### config.mk
export PLATFORM = sky130hd
export DESIGN_NAME = sync_fifo_flat
export DESIGN_NICKNAME = d
export VERILOG_FILES = /design/src/rtl/fifo_pkg.sv /design/src/rtl/sync_fifo_if.sv /design/src/rtl/sync_fifo_ram.sv /design/src/rtl/sync_fifo.sv /design/src/flat_wrapper.sv
export SDC_FILE = /design/constraint.sdc
export NUM_CORES = 1
export LEC_CHECK = 0
export ABC_AREA = 0
export CORE_MARGIN = 2
export CORE_UTILIZATION = 45
export DETAILED_ROUTE_END_ITERATION = 10
export PLACE_DENSITY = 0.65
export SETUP_SLACK_MARGIN = 0.4
export SKIP_LAST_GASP = 1
export SYNTH_ARGS = -nofsm -noshare
export SYNTH_HDL_FRONTEND = slang
export SYNTH_HIERARCHICAL = 1
export SYNTH_SLANG_ARGS = --single-unit
### constraint.sdc
create_clock -name clk -period 2.5 [get_ports clk]
set_input_delay 0.375 -clock clk [delete_from_list [all_inputs] [get_ports clk]]
set_output_delay 0.375 -clock clk [all_outputs]
set_load 0.005 [all_outputs]
### src/rtl/fifo_pkg.sv
// Shared FIFO helpers: depth/count-width derivation and threshold legality checks.
// Used by the single-clock FIFO today and intended for the clock-crossing FIFO too.
package fifo_pkg;

    localparam int AFULL_THRESH_MIN  = 1;
    localparam int AEMPTY_THRESH_MIN = 0;

    function automatic int fifo_depth(input int addr_width);
        return 1 << addr_width;
    endfunction

    // One extra bit so a completely full FIFO (count == depth) is representable.
    function automatic int fifo_count_width(input int addr_width);
        return addr_width + 1;
    endfunction

    function automatic bit afull_thresh_ok(input int thresh, input int addr_width);
        return (thresh >= AFULL_THRESH_MIN) && (thresh <= fifo_depth(addr_width));
    endfunction

    function automatic bit aempty_thresh_ok(input int thresh, input int addr_width);
        return (thresh >= AEMPTY_THRESH_MIN) && (thresh <= fifo_depth(addr_width) - 1);
    endfunction

endpackage

### src/rtl/sync_fifo_if.sv
// Producer/consumer bundle of the single-clock FIFO; master drives requests.
interface sync_fifo_if
    import fifo_pkg::*;
#(
    parameter int DATAWIDTH = 8,
    parameter int ADDRWIDTH = 4
);
    logic                                    winc;
    logic [DATAWIDTH-1:0]                    wdata;
    logic                                    rinc;
    logic                                    clr_err;
    logic [DATAWIDTH-1:0]                    rdata;
    logic                                    wfull;
    logic                                    rempty;
    logic                                    walmost_full;
    logic                                    ralmost_empty;
    logic [fifo_count_width(ADDRWIDTH)-1:0]  count;
    logic                                    overflow;
    logic                                    underflow;

    modport master (
        output winc, wdata, rinc, clr_err,
        input  rdata, wfull, rempty, walmost_full, ralmost_empty, count, overflow, underflow
    );

    modport slave (
        input  winc, wdata, rinc, clr_err,
        output rdata, wfull, rempty, walmost_full, ralmost_empty, count, overflow, underflow
    );
endinterface

### src/rtl/sync_fifo_ram.sv
// Simple dual-port storage: one write port, one enabled registered read port.
module sync_fifo_ram
    import fifo_pkg::*;
#(
    parameter int DATAWIDTH = 8,
    parameter int ADDRWIDTH = 4
) (
    input  logic                 clk,
    input  logic                 we,
    input  logic [ADDRWIDTH-1:0] waddr,
    input  logic [DATAWIDTH-1:0] wdata,
    input  logic                 re,
    input  logic [ADDRWIDTH-1:0] raddr,
    output logic [DATAWIDTH-1:0] q
);
    localparam int DEPTH = fifo_depth(ADDRWIDTH);

    logic [DATAWIDTH-1:0] mem [DEPTH];
    logic [DATAWIDTH-1:0] q_reg;

    always_ff @(posedge clk) begin
        if (we) begin
            mem[waddr] <= wdata;
        end
    end

    // No reset on the read register keeps it mappable onto the RAM output latch.
    always_ff @(posedge clk) begin
        if (re) begin
            q_reg <= mem[raddr];
        end
    end

    assign q = q_reg;
endmodule

### src/rtl/sync_fifo.sv
// Single-clock FIFO with occupancy count, almost-full/empty thresholds,
// sticky error flags and an optional first-word-fall-through output stage.
module sync_fifo
    import fifo_pkg::*;
#(
    parameter int DATAWIDTH     = 8,
    parameter int ADDRWIDTH     = 4,
    parameter int FWFT          = 0,
    parameter int AFULL_THRESH  = (2 ** ADDRWIDTH) - 2,
    parameter int AEMPTY_THRESH = 2
) (
    input  logic       clk,
    input  logic       reset_n,
    sync_fifo_if.slave bus
);
    localparam int DEPTH = fifo_depth(ADDRWIDTH);
    localparam int CW    = fifo_count_width(ADDRWIDTH);

    if (!afull_thresh_ok(AFULL_THRESH, ADDRWIDTH)) begin : g_afull_chk
        $error("sync_fifo: AFULL_THRESH must lie in 1..DEPTH");
    end
    if (!aempty_thresh_ok(AEMPTY_THRESH, ADDRWIDTH)) begin : g_aempty_chk
        $error("sync_fifo: AEMPTY_THRESH must lie in 0..DEPTH-1");
    end

    logic [CW-1:0]        wptr_reg, rptr_reg, count_reg, count_next;
    logic                 head_vld_reg, q_vld_reg;
    logic                 overflow_reg, underflow_reg, overflow_next, underflow_next;
    logic                 full, empty, wr_acc, rd_acc, fetch;
    logic [DATAWIDTH-1:0] ram_q;

    always_comb begin
        full   = (count_reg == CW'(DEPTH));
        // In FWFT mode readability is the output register, not the count.
        empty  = (FWFT != 0) ? !head_vld_reg : (count_reg == '0);
        wr_acc = bus.winc && !full;
        rd_acc = bus.rinc && !empty;
        // FWFT refills the head whenever it is free or being popped, so pops run at full rate.
        if (FWFT != 0) begin
            fetch = (wptr_reg != rptr_reg) && (!head_vld_reg || rd_acc);
        end else begin
            fetch = rd_acc;
        end
        count_next = count_reg;
        if (wr_acc && !rd_acc) begin
            count_next = count_reg + 1'b1;
        end else if (rd_acc && !wr_acc) begin
            count_next = count_reg - 1'b1;
        end
        overflow_next  = (bus.winc && full)  ? 1'b1 : (bus.clr_err ? 1'b0 : overflow_reg);
        underflow_next = (bus.rinc && empty) ? 1'b1 : (bus.clr_err ? 1'b0 : underflow_reg);
    end

    always_ff @(posedge clk or negedge reset_n) begin
        if (!reset_n) begin
            wptr_reg      <= '0;
            rptr_reg      <= '0;
            count_reg     <= '0;
            head_vld_reg  <= 1'b0;
            q_vld_reg     <= 1'b0;
            overflow_reg  <= 1'b0;
            underflow_reg <= 1'b0;
        end else begin
            if (wr_acc) begin
                wptr_reg <= wptr_reg + 1'b1;
            end
            if (fetch) begin
                rptr_reg     <= rptr_reg + 1'b1;
                head_vld_reg <= 1'b1;
                q_vld_reg    <= 1'b1;
            end else if (rd_acc) begin
                head_vld_reg <= 1'b0;
            end
            count_reg     <= count_next;
            overflow_reg  <= overflow_next;
            underflow_reg <= underflow_next;
        end
    end

    sync_fifo_ram #(
        .DATAWIDTH (DATAWIDTH),
        .ADDRWIDTH (ADDRWIDTH)
    ) u_ram (
        .clk   (clk),
        .we    (wr_acc),
        .waddr (wptr_reg[ADDRWIDTH-1:0]),
        .wdata (bus.wdata),
        .re    (fetch),
        .raddr (rptr_reg[ADDRWIDTH-1:0]),
        .q     (ram_q)
    );

    // The RAM read register is never reset, so rdata is forced to zero until it is first loaded.
    assign bus.rdata         = q_vld_reg ? ram_q : '0;
    assign bus.count         = count_reg;
    assign bus.wfull         = full;
    assign bus.rempty        = empty;
    assign bus.walmost_full  = (count_reg >= CW'(AFULL_THRESH));
    assign bus.ralmost_empty = (count_reg <= CW'(AEMPTY_THRESH));
    assign bus.overflow      = overflow_reg;
    assign bus.underflow     = underflow_reg;
endmodule

### src/flat_wrapper.sv
// flat-port wrapper written by rule: the top's interface ports become plain ports
module sync_fifo_flat import fifo_pkg::*;
#(
    parameter int DATAWIDTH     = 8,
    parameter int ADDRWIDTH     = 4,
    parameter int FWFT          = 0,
    parameter int AFULL_THRESH  = (2 ** ADDRWIDTH) - 2,
    parameter int AEMPTY_THRESH = 2
)
  (clk, reset_n, bus_winc, bus_wdata, bus_rinc, bus_clr_err, bus_rdata, bus_wfull, bus_rempty, bus_walmost_full, bus_ralmost_empty, bus_count, bus_overflow, bus_underflow);
  sync_fifo_if #(.DATAWIDTH(DATAWIDTH), .ADDRWIDTH(ADDRWIDTH)) bus_i ();
  input  logic clk;
  input  logic reset_n;
  input wire logic [$bits(bus_i.winc)-1:0] bus_winc;
  input wire logic [$bits(bus_i.wdata)-1:0] bus_wdata;
  input wire logic [$bits(bus_i.rinc)-1:0] bus_rinc;
  input wire logic [$bits(bus_i.clr_err)-1:0] bus_clr_err;
  output wire logic [$bits(bus_i.rdata)-1:0] bus_rdata;
  output wire logic [$bits(bus_i.wfull)-1:0] bus_wfull;
  output wire logic [$bits(bus_i.rempty)-1:0] bus_rempty;
  output wire logic [$bits(bus_i.walmost_full)-1:0] bus_walmost_full;
  output wire logic [$bits(bus_i.ralmost_empty)-1:0] bus_ralmost_empty;
  output wire logic [$bits(bus_i.count)-1:0] bus_count;
  output wire logic [$bits(bus_i.overflow)-1:0] bus_overflow;
  output wire logic [$bits(bus_i.underflow)-1:0] bus_underflow;
  assign bus_i.winc = bus_winc;
  assign bus_i.wdata = bus_wdata;
  assign bus_i.rinc = bus_rinc;
  assign bus_i.clr_err = bus_clr_err;
  assign bus_rdata = bus_i.rdata;
  assign bus_wfull = bus_i.wfull;
  assign bus_rempty = bus_i.rempty;
  assign bus_walmost_full = bus_i.walmost_full;
  assign bus_ralmost_empty = bus_i.ralmost_empty;
  assign bus_count = bus_i.count;
  assign bus_overflow = bus_i.overflow;
  assign bus_underflow = bus_i.underflow;
  sync_fifo #(.DATAWIDTH(DATAWIDTH), .ADDRWIDTH(ADDRWIDTH), .FWFT(FWFT), .AFULL_THRESH(AFULL_THRESH), .AEMPTY_THRESH(AEMPTY_THRESH)) u_core (.clk(clk), .reset_n(reset_n), .bus(bus_i));
endmodule
==> qor.txt <==
IO buf count - 31
Most used DFF post-synth - edfxtp_1
Worst VDD drop - 0.000617 V
share of layout cells above drive strength 1 - 27.2%
combinational family with the most area after synthesis - multiplexers
Routed WL per cell - 20.3 µm
M2 GR Usage - 26.1%
IO Count - 32
r2r worst-path depth - 8
maximum number of pins on one net before global-route repair - 36
Critical Path Start Type - flop
Site Rows - 42
CTS Hold Bufs - 0
Clock transition at path regs - 0.06 ns
GRT Overall Usage - 17.4%
Layout Skew - 0.00804 ns
CP Data Arrival Time - 2.67 ns
Synth Area in Compound Gates - 4.24%
most frequent cells in the layout - edfxtp_1 (136), buf_4 (34), clkdlybuf4s50_1 (28), clkbuf_16 (19), mux4_2 (18)
total grt overflow - 0
r2r endpoint - u_core/bus.count[4]
adder-cell share of the synthesized area - 1.53%
Post-Place Cells - 540
actual slew at the worst max-slew pin - 0.759 ns
Mapped Cells - 318
syn avg cell area - 19.5 µm²
reg-to-reg startpoint - u_core/bus.count[2]
Post-Route WL - 11.8 mm
peak fanout along the critical path - 6
Synth Cell Area - 6200 µm²
max reg flops - 128
R2R setup slack - 0.13 ns
post-route ant nets - 0
Max clock buf depth - 2
number of synthesized flops with an enable pin - 136
Initial DRC Count - 234
final net count - 412
First-pass DRT Iterations - 5
Starting Density - 46.4%
area grow syn2layout - 22.3%
Hold Path Class - input pin to asynchronous set/reset pin
FFs w/ async S/R, synth - 10.5%
antenna violations before repair - 0
busiest grt layer - met2
vias in the first global route - 3129
commonest non-fill, non-tap cell in the layout - edfxtp_1
Antenna diodes - 0
Slew Limit Fails - 0
Max Clk Rate - 423 MHz
final period utilization - 94.7%
die footprint - 14700 µm²
die height - 121 µm
status - finished, final reports clean
core area - 13300 µm²
RSZ-0062 raised after global routing - yes
CP Class - flop to flop
Yosys cell types - 46
first-pass GRT wire length - 18.1 mm
mux cell area share after synthesis - 13.2%
fin util - 56.8%
via count - 3206
DR vias/cell - 5.52
Die W - 121 µm
Final Hold Viols - 0
leak pwr - 2.60 nW
sequential area share after synthesis - 72.3%
DRC - 0
met1 Track Usage GR - 24.5%
dpl hpwl - 7.66 mm
Final Non-Filler Cells - 581
Sink Count - 152
Power Dens Cells - 1150 nW/µm²
Synth Area in Simple Gates - 5.57%
Root Buffer - clkbuf_16
GP Congestion - 0.757
Max-Slew Margin vs Limit - 49.3%
area share of xor/xnor cells in the synthesized design - 1.13%
H-Tree Depth - 4
clk_lat worst skew - 0.42 ns
Max-Cap Viols - 0
final setup vio count - 0
FF+latch count, synth - 152
Tmin final - 2.37 ns
CP endpoint kind - flop
CP Data Required Time - 2.80 ns
TritonCTS buffer count - 17
TritonCTS clock tree - done
Syn Nets - 338
Tot Pwr - 8.75 mW
Yosys warnings - 6
routing usage on met3 - 4.56%
Filler Cells Inserted - 1042
## timing repair
item / CTS / global route
gates resized for setup: 8 / 8
buffers inserted: 7 / 2
pin swaps: 5 / 3
endpoints found under the setup margin: 40 / 40
## worst max path at each step
stage                         from                      to  slack, ns
5_1_grt        u_core/bus.count[2]     u_core/bus.count[4]       0.09
3_3_place_gp              bus_winc  u_core/u_ram/mem[0][0]       0.03
2_1_floorplan  u_core/bus.count[4]     u_core/bus.count[4]    -0.0005
3_5_place_dp              bus_winc     u_core/bus.count[4]     -0.009
4_1_cts        u_core/bus.count[2]     u_core/bus.count[4]       0.15
6_report       u_core/bus.count[2]     u_core/bus.count[4]       0.13
## layer usage
layer	wire, µm	part of all wire (%)
met4	197	1.7
met3	567	4.8
met2	5620	48
met1	5420	46
met5	0	0
## layout make-up
type | instances | area, µm² | share of cell area (%)
Inverter | 4 | 17.5 | 0.231
Clock buffer | 23 | 510 | 6.73
Clock inverter | 9 | 65.1 | 0.858
Sequential cell | 152 | 4490 | 59.2
Timing Repair Buffer | 68 | 602 | 7.93
Tap cell | 176 | 220 | 2.90
Multi-Input combinational cell | 149 | 1680 | 22.2
## per-stage QoR
step | hold slack, ns | setup WS, ns | TNS, ns | instance area (µm²)
floorplan | 0.0794 | -0.000462 | -0.000462 | 6260
global placement | 0.495 | 0.0262 | 0 | 6920
detailed placement | 0.505 | -0.00907 | -0.0318 | 6920
CTS | 0.412 | 0.154 | 0 | 7570
global route | 0.450 | 0.0927 | 0 | 7580
finish | 0.399 | 0.133 | 0 | 7580
## power breakdown
group          internal [mW]  total (mW)  switching (mW)  leakage [nW]
clock network           1.44        2.42           0.977         0.268
registers               3.24        3.47           0.227          1.42
logic                   1.48        2.86            1.39         0.912
## worst max-delay path: stages, from the launching register on
cell	delay, ns
dfrtp_1	0.38
or3_4	0.41
o31ai_4	0.28
ha_4	0.20
inv_4	0.06
ha_4	0.24
or4_1	0.48
o211ai_1	0.10
o211ai_1	0.10
## cells by family (layout without fill, tap and decap cells)
family | after synthesis | count (layout)
mux | 36 | 36
flops | 152 | 152
simple gates | 63 | 63
buf+inv | 17 | 104
xor+xnor | 8 | 8
compound gates | 35 | 35
fa+ha+maj | 7 | 7
## cells in the mapped netlist, types with 4 or more instances
library cell / instances / area (µm²)
a21oi_1: 7 / 35.0
a22oi_1: 16 / 120
and2_1: 10 / 62.6
buf_2: 4 / 20.0
buf_6: 4 / 45.0
dfrtp_1: 16 / 400
edfxtp_1: 136 / 4080
ha_1: 6 / 75.1
inv_1: 4 / 15.0
mux4_1: 14 / 368
mux4_2: 18 / 405
nand2_1: 12 / 45.0
nand3_1: 4 / 20.0
nor2_1: 13 / 48.8
nor3_1: 6 / 30.0
xnor2_1: 5 / 43.8
(Power assumes the default switching activity.)
